===== src/rtl/release_sink_pkg.sv =====
// TileLink C/D opcode constants and release sink state encoding, shared with the release initiator.
package release_sink_pkg;

    localparam logic [2:0] TL_C_PROBE_ACK      = 3'd4;
    localparam logic [2:0] TL_C_PROBE_ACK_DATA = 3'd5;
    localparam logic [2:0] TL_C_RELEASE        = 3'd6;
    localparam logic [2:0] TL_C_RELEASE_DATA   = 3'd7;

    localparam logic [2:0] TL_D_GRANT          = 3'd4;
    localparam logic [2:0] TL_D_GRANT_DATA     = 3'd5;
    localparam logic [2:0] TL_D_RELEASE_ACK    = 3'd6;

    typedef enum logic [1:0] {
        ST_IDLE  = 2'd0,
        ST_BEAT1 = 2'd1,
        ST_WB    = 2'd2,
        ST_ACK   = 2'd3
    } sink_state_e;

    // Opcodes 0-3 are not ProbeAck/Release messages and are dropped by the sink.
    function automatic logic c_is_release_msg(input logic [2:0] op);
        return op[2];
    endfunction

    function automatic logic c_has_data(input logic [2:0] op);
        return op[0];
    endfunction

    function automatic logic c_is_voluntary(input logic [2:0] op);
        return op[1];
    endfunction

endpackage


===== src/rtl/release_sink.sv =====
// Collects a 2-beat C-channel ProbeAck/Release into a writeback request, then ReleaseAcks voluntary ones.
// Latency: wb valid the cycle after the last C beat, D valid the cycle after wb fire; wb/D back-pressure stalls with c_ready low.
module release_sink
    import release_sink_pkg::*;
#(
    parameter int SRC_W  = 2,
    parameter int BEAT_W = 256
) (
    input  logic                  clock,
    input  logic                  reset,

    input  logic                  io_c_valid,
    output logic                  io_c_ready,
    input  logic [2:0]            io_c_bits_opcode,
    input  logic [2:0]            io_c_bits_param,
    input  logic [2:0]            io_c_bits_size,
    input  logic [SRC_W-1:0]      io_c_bits_source,
    input  logic [35:0]           io_c_bits_address,
    input  logic                  io_c_bits_echo_blockisdirty,
    input  logic [BEAT_W-1:0]     io_c_bits_data,

    output logic                  io_d_valid,
    input  logic                  io_d_ready,
    output logic [2:0]            io_d_bits_opcode,
    output logic [SRC_W-1:0]      io_d_bits_source,

    output logic                  io_wb_valid,
    input  logic                  io_wb_ready,
    output logic [35:0]           io_wb_bits_addr,
    output logic [2:0]            io_wb_bits_param,
    output logic                  io_wb_bits_hasData,
    output logic                  io_wb_bits_dirty,
    output logic                  io_wb_bits_voluntary,
    output logic [2*BEAT_W-1:0]   io_wb_bits_data
);

    sink_state_e          state_q, state_d;

    logic [SRC_W-1:0]     source_q;
    logic                 voluntary_q;
    logic                 has_data_q;
    logic                 dirty_q;

    logic [35:0]          addr_q;
    logic [2:0]           param_q;
    logic [BEAT_W-1:0]    beat0_q;
    logic [BEAT_W-1:0]    beat1_q;

    logic                 c_fire;
    logic                 take_first;
    logic                 take_second;

    // Size is implied by the fixed 2-beat line and carries no information here.
    logic                 unused_size;
    assign unused_size = ^io_c_bits_size;

    assign io_c_ready  = (state_q == ST_IDLE) || (state_q == ST_BEAT1);
    assign c_fire      = io_c_valid && io_c_ready;
    assign take_first  = c_fire && (state_q == ST_IDLE) && c_is_release_msg(io_c_bits_opcode);
    assign take_second = c_fire && (state_q == ST_BEAT1);

    always_comb begin
        state_d     = state_q;
        io_wb_valid = 1'b0;
        io_d_valid  = 1'b0;
        unique case (state_q)
            ST_IDLE: begin
                if (take_first) begin
                    state_d = c_has_data(io_c_bits_opcode) ? ST_BEAT1 : ST_WB;
                end
            end
            ST_BEAT1: begin
                if (io_c_valid) begin
                    state_d = ST_WB;
                end
            end
            ST_WB: begin
                io_wb_valid = 1'b1;
                if (io_wb_ready) begin
                    state_d = voluntary_q ? ST_ACK : ST_IDLE;
                end
            end
            ST_ACK: begin
                io_d_valid = 1'b1;
                if (io_d_ready) begin
                    state_d = ST_IDLE;
                end
            end
            default: state_d = ST_IDLE;
        endcase
    end

    always_ff @(posedge clock) begin
        if (reset) begin
            state_q     <= ST_IDLE;
            source_q    <= '0;
            voluntary_q <= 1'b0;
            has_data_q  <= 1'b0;
            dirty_q     <= 1'b0;
        end else begin
            state_q <= state_d;
            if (take_first) begin
                source_q    <= io_c_bits_source;
                voluntary_q <= c_is_voluntary(io_c_bits_opcode);
                has_data_q  <= c_has_data(io_c_bits_opcode);
                dirty_q     <= io_c_bits_echo_blockisdirty;
            end
        end
    end

    // Line buffer and request fields are only observed behind has_data_q/state, so they skip reset.
    always_ff @(posedge clock) begin
        if (take_first) begin
            addr_q  <= io_c_bits_address;
            param_q <= io_c_bits_param;
            if (c_has_data(io_c_bits_opcode)) begin
                beat0_q <= io_c_bits_data;
            end
        end
        if (take_second) begin
            beat1_q <= io_c_bits_data;
        end
    end

    assign io_wb_bits_addr      = addr_q;
    assign io_wb_bits_param     = param_q;
    assign io_wb_bits_hasData   = has_data_q;
    assign io_wb_bits_dirty     = dirty_q;
    assign io_wb_bits_voluntary = voluntary_q;
    assign io_wb_bits_data      = has_data_q ? {beat1_q, beat0_q} : '0;

    assign io_d_bits_opcode     = TL_D_RELEASE_ACK;
    assign io_d_bits_source     = source_q;

endmodule


===== config.mk =====
export PLATFORM = sky130hd
export DESIGN_NAME = release_sink
export DESIGN_NICKNAME = d
export VERILOG_FILES = /design/src/rtl/release_sink_pkg.sv /design/src/rtl/release_sink.sv
export SDC_FILE = /design/constraint.sdc
export NUM_CORES = 1
export LEC_CHECK = 0
export CAP_MARGIN = 20
export CORE_AREA = 2 2 341 343
export CTS_CLUSTER_DIAMETER = 200
export DETAILED_ROUTE_END_ITERATION = 6
export DIE_AREA = 0 0 343 345
export HOLD_SLACK_MARGIN = 0.02
export PLACE_DENSITY = 0.46
export SLEW_MARGIN = 20
export SYNTH_ARGS = -nofsm -noshare
export SYNTH_HDL_FRONTEND = slang
export SYNTH_SLANG_ARGS = --single-unit

===== constraint.sdc =====
create_clock -name clock -period 16.93 [get_ports clock]
set_input_delay 1.693 -clock clock [delete_from_list [all_inputs] [get_ports clock]]
set_output_delay 1.693 -clock clock [all_outputs]
set_load 0.05 [all_outputs]

# Word level (Yosys, flattened, before mapping)
# Cells that the tools add are included.
# W data, S select, Z words.
op_classes:
  eq_ne: 7
  mux: 10
  reduce_logical: 8
ops:
  columns: ["op", "count"]
  rows:
  - ["$mux W512", 1]
  - ["$mux W2", 6]
  - ["$ne A2 B2 Y1 const B", 4]
  - ["$pmux W2 S4", 1]
  - ["$eq A2 B2 Y1 const B", 2]
  - ["$logic_and A1 B1 Y1", 4]
  - ["$reduce_and A4 Y1", 1]
  - ["$eq A2 B1 Y1 const B", 1]
  - ["$logic_not A2 Y1", 1]
  - ["$mux W1", 2]
  - ["$reduce_and A2 Y1", 1]
  - ["$logic_or A1 B1 Y1", 1]
totals:
  regBits: 558
  inputBits: 309
  out_inout_bits: 562
  word_cells: 34

# Longest topological paths before layout
# Gate-level depths: netlist (run 1).
logic_depth:
  depth_word: 7
  depth_mapped: 4

# Least setup slack after synthesis (run 1)
# OpenSTA, ideal clock, no wires.
synth_timing:
  path_type: "input port to flip-flop"
  start: "in io_c_bits_opcode[2]"
  end: "reg beat0_q[0], enable pin"
  setup_time_ns: 0.648
  arrival_ns: 8.095
  setup_slack_ns: 8.187
  path_stages: 3
  path_buffers: 1
  path_cell_list: "and4bb_2 -> buf_6 -> and2_1"
synth_between:
  elab_chain_len: 2
synth_rtl:
  columns: ["item", "line", "text"]
  rows:
  - ["from (decl)", "release_sink.sv:14", "input logic [2:0] io_c_bits_opcode,"]
  - ["$logic_and A1 B1 Y1", "release_sink.sv:59", "assign take_first = c_fire && (state_q == ST_IDLE) && c_is_release_msg(io_c_bits_opcode);"]
  - ["named net take_first", "release_sink.sv:50", "logic take_first;"]
  - ["$reduce_and A2 Y1 (no source line)", null, null]
  - ["to (signal assigned)", "release_sink.sv:117", "beat0_q <= io_c_bits_data;"]
  - ["to (decl)", "release_sink.sv:46", "logic [BEAT_W-1:0] beat0_q;"]
# The timed path passes the listed nets, and every way through them passes these cells.
# A chain may end at the register's enable or synchronous reset.

# Worst setup path after layout (run 1)
layout_timing:
  start: "reg has_data_q, in the netlist io_wb_bits_hasData"
  end: "out io_wb_bits_data[100]"
layout_between:
  elab_chain_len: 1
layout_rtl:
  columns: ["item", "line", "text"]
  rows:
  - ["from (decl)", "release_sink.sv:41", "logic has_data_q;"]
  - ["from (signal assigned)", "release_sink.sv:105", "has_data_q <= c_has_data(io_c_bits_opcode);"]
  - ["$mux W512", "release_sink.sv:130", "assign io_wb_bits_data = has_data_q ? {beat1_q, beat0_q} : '0;"]
  - ["to (decl)", "release_sink.sv:34", "output logic [2*BEAT_W-1:0] io_wb_bits_data"]
# Every way passes these cells.

==> metrics.cfg, run 1 <==
[run_status]
status=finished, final reports clean

[setup_path]
worstSetupPathType=register to output port
worstPathCellList=buf_4 > buf_4 > and2_1 > clkdlybuf4s50_1
worstPathRequired_ns=15.24
critPathMaxFanout=110
crit_buf_inv=3
critical_path.top_delay_family=buffers and inverters
cp_slowest_cell=dfxtp_4
r2r_start=state_q[0]
cp-start-kind=register
crit_path_frequent_cell=buf_4
critPathLaunch=io_wb_bits_hasData
cp_slowest_stage_delay_ns=0.93
cp.arrival_ns=4.21
setup.worst_path.end_class=output port

[global_routing]
globalRouteTotalUtil_pct=11.0
grt_pass1_wl_mm=95.6
grt_use_met1_pct=11.3
overflow=0
grt_pass1_vias=13800
busiest_layer=met2
met2_usage_pct=19.9
antenna_found_initial=12
grt_util_met3_pct=4.54
grt_max_degree=230

[pwr]
vdd_drop_max_uv=66.6
p_leak_nw=10.9
powerDensity_nw_per_um2=108

[synthesis]
synth-seq-cells=558
synthFlopType=edfxtp_1
yosys.cell_types.count=23
synth_top_area_share_pct=81.3
yosys_warnings=0
ys_seq_area_share_pct=82.0
async_reset_ff_share_pct=0
synthCells=1163
synth_edf_count=551
synth_top_cell_by_area=edfxtp_1
syn_avg_cell_area_um2=17.5
syn_area_um2=20300
ys_top_cells_by_area=edfxtp_1 (81%), and2_1 (16%), clkbuf_1 (0.94%), dfxtp_1 (0.69%), mux2i_1 (0.25%)

[clock_network]
numCtsBuffers=68
post_cts_buffers=0
clock_path_buffers=3
clock-root-buffer=clkbuf_16
cts_tree=yes
h-tree-depth=3
cts-resized-gates=0
path_clk_slew_ns=0.06
cts.sinks=558
hold_buffers=0
clk_latency_ns=0.60

[final_layout]
fin_nets=2357
multi_input_area_um2=3400
drive_above_1_share_pct=5.05
layout_common_cells=clkdlybuf4s50_1 (864), edfxtp_1 (551), and2_1 (513)
fill_cells=11700
register_area_um2=16700
area_growth_pct=61.6
final_common_cell=clkdlybuf4s50_1
fin_area_um2=32900

[timing]
rsz0062_at_grt=false
fmax_mhz=170
hold_viol=0
relSlewSlack_pct=31.6
slew_violations=0
fin_tns_setup_ns=0
finalCritPeriodShare_pct=34.8
fin_skew_ns=0.0210
tightest_slew_ns=1.03
min_period_ns=5.90
finalSetupViolCount=0

[die]
initial_utilization_pct=17.7
coreArea_um2=115000
die-area_um2=118000
die_w_um=343
io_pins=871
rows=125
chipHeight_um=345

[detailed_routing]
wire_per_inst_um=18.6
via_per_inst=3.53
drt_iter0_drc=587
wl_mm=67.5
drt_first_pass_iters=5
ant_nets=0
num_vias=12800
drc=0

[placed_design]
io_buffers=864
place_congestion=0.806
place_hpwl_mm=48.8
place_area_um2=30800

[job]
cap_violations=0

[hold_path]
hp-start=io_d_bits_source[1]
worstHoldPathType=register to register

==> layer usage <==
metal	vias up	share of wire [%]	wire length [um]
met3	109	9.2	6220
met1	6278	36	24000
met5	-	0.040	27
met4	4	2.9	1990
met2	531	52	35200
li1	5871	-	-
==> worst paths after layout <==
path / endpoint / slack [ns] / depth (start not counted)
setup / recovery: io_wb_bits_data[100] / 11.03 / 4
hold / removal: io_d_bits_source[1] / 0.50 / 2
setup reg to reg: beat0_q[173] / 13.43 / 4
hold reg to reg: io_d_bits_source[1] / 0.50 / 2
==> layout make-up <==
| class | count | area share [%] |
|---|---|---|
| multi-input cells | 542 | 10.3 |
| well taps | 1524 | 5.80 |
| flip-flops and latches | 558 | 50.8 |
| inverters | 2 | 0.0228 |
| clock inverters | 28 | 0.716 |
| clock buffers | 91 | 5.66 |
| repair buffers | 876 | 26.6 |
| diodes | 8 | 0.0609 |
==> tightest hold or removal path, stage by stage (launching register included) <==
cell and delay, ns:
dfxtp_1 0.33, mux2i_1 0.07, nor2_1 0.07
==> cell usage after synthesis, drive strengths merged (2+ instances only) <==
master  instances
dfxtp           7
clkbuf         51
conb            2
edfxtp        551
a21oi           3
mux2i           5
nand2b          2
buf            11
and2          514
nor2            6
inv             2
==> power breakdown <==
group / internal (mW) / switching [mW]
clock network: 0.830 / 0.559
logic: 0.181 / 0.337
registers: 1.61 / 0.0212
==> logic make-up after synthesis <==
kind of cell | after synthesis | synth area share (%)
other | 2 | 0.0369
DFF | 558 | 82.0
AOI/OAI and AO/OA | 7 | 0.228
muxes | 5 | 0.246
and+or+nand+nor | 527 | 16.2
buffers and inverters | 64 | 1.31
==> through the flow <==
| step | hold slack (ns) | total power [mW] | setup slack [ns] | instances | utilization (%) |
|---|---|---|---|---|---|
| detailed placement | 0.492 | 2.19 | 11.48 | 3502 | 26.7 |
| floorplan | 0.582 | 1.96 | 8.19 | 1164 | - |
| finish | 0.498 | 3.54 | 11.03 | 3629 | 28.6 |
| CTS | 0.505 | 3.61 | 10.78 | 3621 | 28.5 |
| global placement | 0.488 | 2.18 | 11.53 | 3502 | 26.7 |
| global route | 0.539 | 3.68 | 10.59 | 3628 | 28.6 |
==> state kept, by name, indices dropped and copies added, names as in the netlist <==
name and cells:
io_wb_bits_voluntary 1, io_wb_bits_addr 36, io_wb_bits_param 3, io_wb_bits_dirty 1, beat0_q 256, state_q 2, io_wb_bits_hasData 1, beat1_q 256
io_d_bits_source 2
(Power assumes the default switching activity.)
==> inputs of run 2 (changes only) <==
- CORE_AREA: 2 2 341 343 -> 2 2 342 344
- DIE_AREA: 0 0 343 345 -> 0 0 344 346
- clock period: 16.93 -> 6 ns (I/O delays scaled with it)
==> run 2 against run 1 <==
Die area increased by 0.58%. Critical path depth decreased by 1. Global-route usage is 0.38 points lower. Flip-flop and latch count is the same. Wire length is 1.7% lower. Combinational power grew to 2.8 times the previous value. Via count down 0.47%. Sequential power grew to 2.8 times the previous value. Largest power group unchanged. Highest routed layer unchanged.
==> metrics.cfg, run 2 (synthesized netlist as in run 1, its figures left out) <==
[run_status]
status=finished, final reports clean

[clock_network]
cts_tree=yes
hold_buffers=0  ; unchanged
clock_path_buffers=3  ; unchanged
h-tree-depth=3  ; unchanged
clk_latency_ns=0.60  ; about the same
cts.sinks=558  ; unchanged
post_cts_buffers=0  ; unchanged
clock-root-buffer=clkbuf_16
numCtsBuffers=68  ; unchanged
path_clk_slew_ns=0.06  ; about the same
cts-resized-gates=0  ; unchanged

[timing]
rsz0062_at_grt=false
finalCritPeriodShare_pct=61.3
slew_violations=0  ; unchanged
finalSetupViolCount=0  ; unchanged
min_period_ns=3.68
fmax_mhz=272
hold_viol=0  ; unchanged
tightest_slew_ns=0.832  ; -0.193 ns
fin_skew_ns=0.0257  ; +0.00470 ns
fin_tns_setup_ns=0  ; unchanged
relSlewSlack_pct=44.5  ; +13 points

[detailed_routing]
wl_met1_mm=22.5  ; -6.3%
wl_met2_mm=35.7  ; +1.4%
num_vias=12700  ; -0.47%
wl_mm=66.3  ; -1.7%
wire_per_inst_um=18.3  ; -1.7%
via_per_inst=3.51  ; -0.44%
ant_nets=0  ; unchanged
maxUsedRoutingLayer=met5
drt_iter0_drc=610  ; +3.9%
drt_first_pass_iters=4  ; -1
wl_met3_mm=6.36  ; +2.3%
drc=0  ; unchanged

[pwr]
p_leak_nw=10.9  ; about the same
powerDensity_nw_per_um2=303  ; +180%
vdd_drop_max_uv=198  ; +200%
total_power_mw=9.96  ; +180%

[placed_design]
io_buffers=864  ; unchanged
dp.cells=3503  ; +0.029%
place_hpwl_mm=47.7  ; -2.3%
place_congestion=0.797  ; -1.2%

[final_layout]
fin_util_pct=28.5  ; about the same
layout.cells.non_filler=3628  ; -0.028%
multi_input_area_um2=3400  ; unchanged
final_common_cell=clkdlybuf4s50_1
layout_common_cells=clkdlybuf4s50_1 (864), edfxtp_1 (551), and2_1 (513)
area_growth_pct=61.9
register_area_um2=16700  ; unchanged
fill_cells=11700  ; -0.24%
fin_nets=2358  ; +0.042%
drive_above_1_share_pct=4.90  ; -0.15 points

[setup_path]
worstPathRequired_ns=5.40  ; -9.84 ns
r2r_start=state_q[0]
rr_worst_depth=3  ; -1
setup.worst_path.end_class=output port
cp_slowest_cell=clkdlybuf4s50_1
reg2reg_slack_ns=3.54  ; -9.89 ns
cp-start-kind=register
worstPathCellList=buf_12 > and2_1 > clkdlybuf4s50_1
cp_slowest_stage_delay_ns=0.91  ; -0.02 ns
cp.arrival_ns=3.08  ; -1.13 ns
r2r-end=beat0_q[54]
critPathMaxFanout=182  ; +65%
worstSetupPathType=register to output port

[die]
die_w_um=344  ; +0.29%
die-area_um2=119000  ; +0.58%
coreArea_um2=115000  ; +0.27%
rows=125  ; unchanged
chipHeight_um=346  ; +0.29%
initial_utilization_pct=17.6  ; -0.048 points
io_pins=871  ; unchanged

[global_routing]
grt_max_degree=183  ; -20%
grt_pass1_wl_mm=93.1  ; -2.7%
antenna_found_initial=9  ; -3
overflow=0  ; unchanged
globalRouteTotalUtil_pct=10.6  ; -0.38 points
grt_pass1_vias=13500  ; -2.2%

[job]
cap_violations=0  ; unchanged

[hold_path]
hold_path_depth=2  ; unchanged
hp-start=io_wb_bits_dirty
holdPathEnd=io_wb_bits_dirty
worstHoldPathType=register to register

-- run 2: cell types whose count changed in the layout (fill, tap and decap cells not counted), sizes merged --
cell / change
clkbuf: +2
buf: +1
clkinvlp: +2
inv: +1
bufinv: -1
diode: -4
clkinv: -2
-- run 2: metrics by stage --
step	area, um2	worst slack (ns)	hold slack (ns)
4_1_cts	32900	2.19	0.463
2_1_floorplan	20300	1.20	0.582
3_5_place_dp	30800	2.80	0.486
5_1_grt	32900	2.02	0.487
3_3_place_gp	30800	2.83	0.484
6_report	32900	2.32	0.492
-- run 2: power breakdown --
| part | total, mW | internal (mW) | switching, mW |
|---|---|---|---|
| combinational | 1.47 | 0.519 | 0.955 |
| sequential | 4.59 | 4.54 | 0.0543 |
| clock | 3.90 | 2.30 | 1.59 |
| total | 9.96 | 7.36 | 2.60 |
-- run 2: critical path, delay by kind of cell, from the launching register on --
family	cells	cell delay [ns]
buffers and inverters	2	1.34
and+or+nand+nor	1	0.22
DFF	1	0.74
-- run 2: final cells by class --
cell class              instances  area share [%]
multi-input cells             542            10.3
diodes                          4          0.0304
clock inverters                28           0.722
repair buffers                877            26.8
well taps                    1524            5.79
inverters                       2          0.0228
flip-flops and latches        558            50.7
clock buffers                  93            5.65
-- run 2: worst max-delay path by stage --
| stage | startpoint | to | cells after the start |
|---|---|---|---|
| floorplan | io_c_bits_opcode[2] | beat0_q[0] | 3 |
| global placement | io_c_valid | beat0_q[96] | 4 |
| detailed placement | io_c_valid | beat0_q[93] | 4 |
| CTS | io_wb_bits_hasData | io_wb_bits_data[384] | 3 |
| global route | io_wb_bits_hasData | io_wb_bits_data[384] | 3 |
| finish | io_wb_bits_hasData | io_wb_bits_data[384] | 3 |
-- run 2: routing by layer --
metal	GRT usage [%]	vias to the layer above
met3	4.23	85
met2	19.7	528
met5	0	-
met4	4.06	4
met1	10.5	6247
li1	-	5869
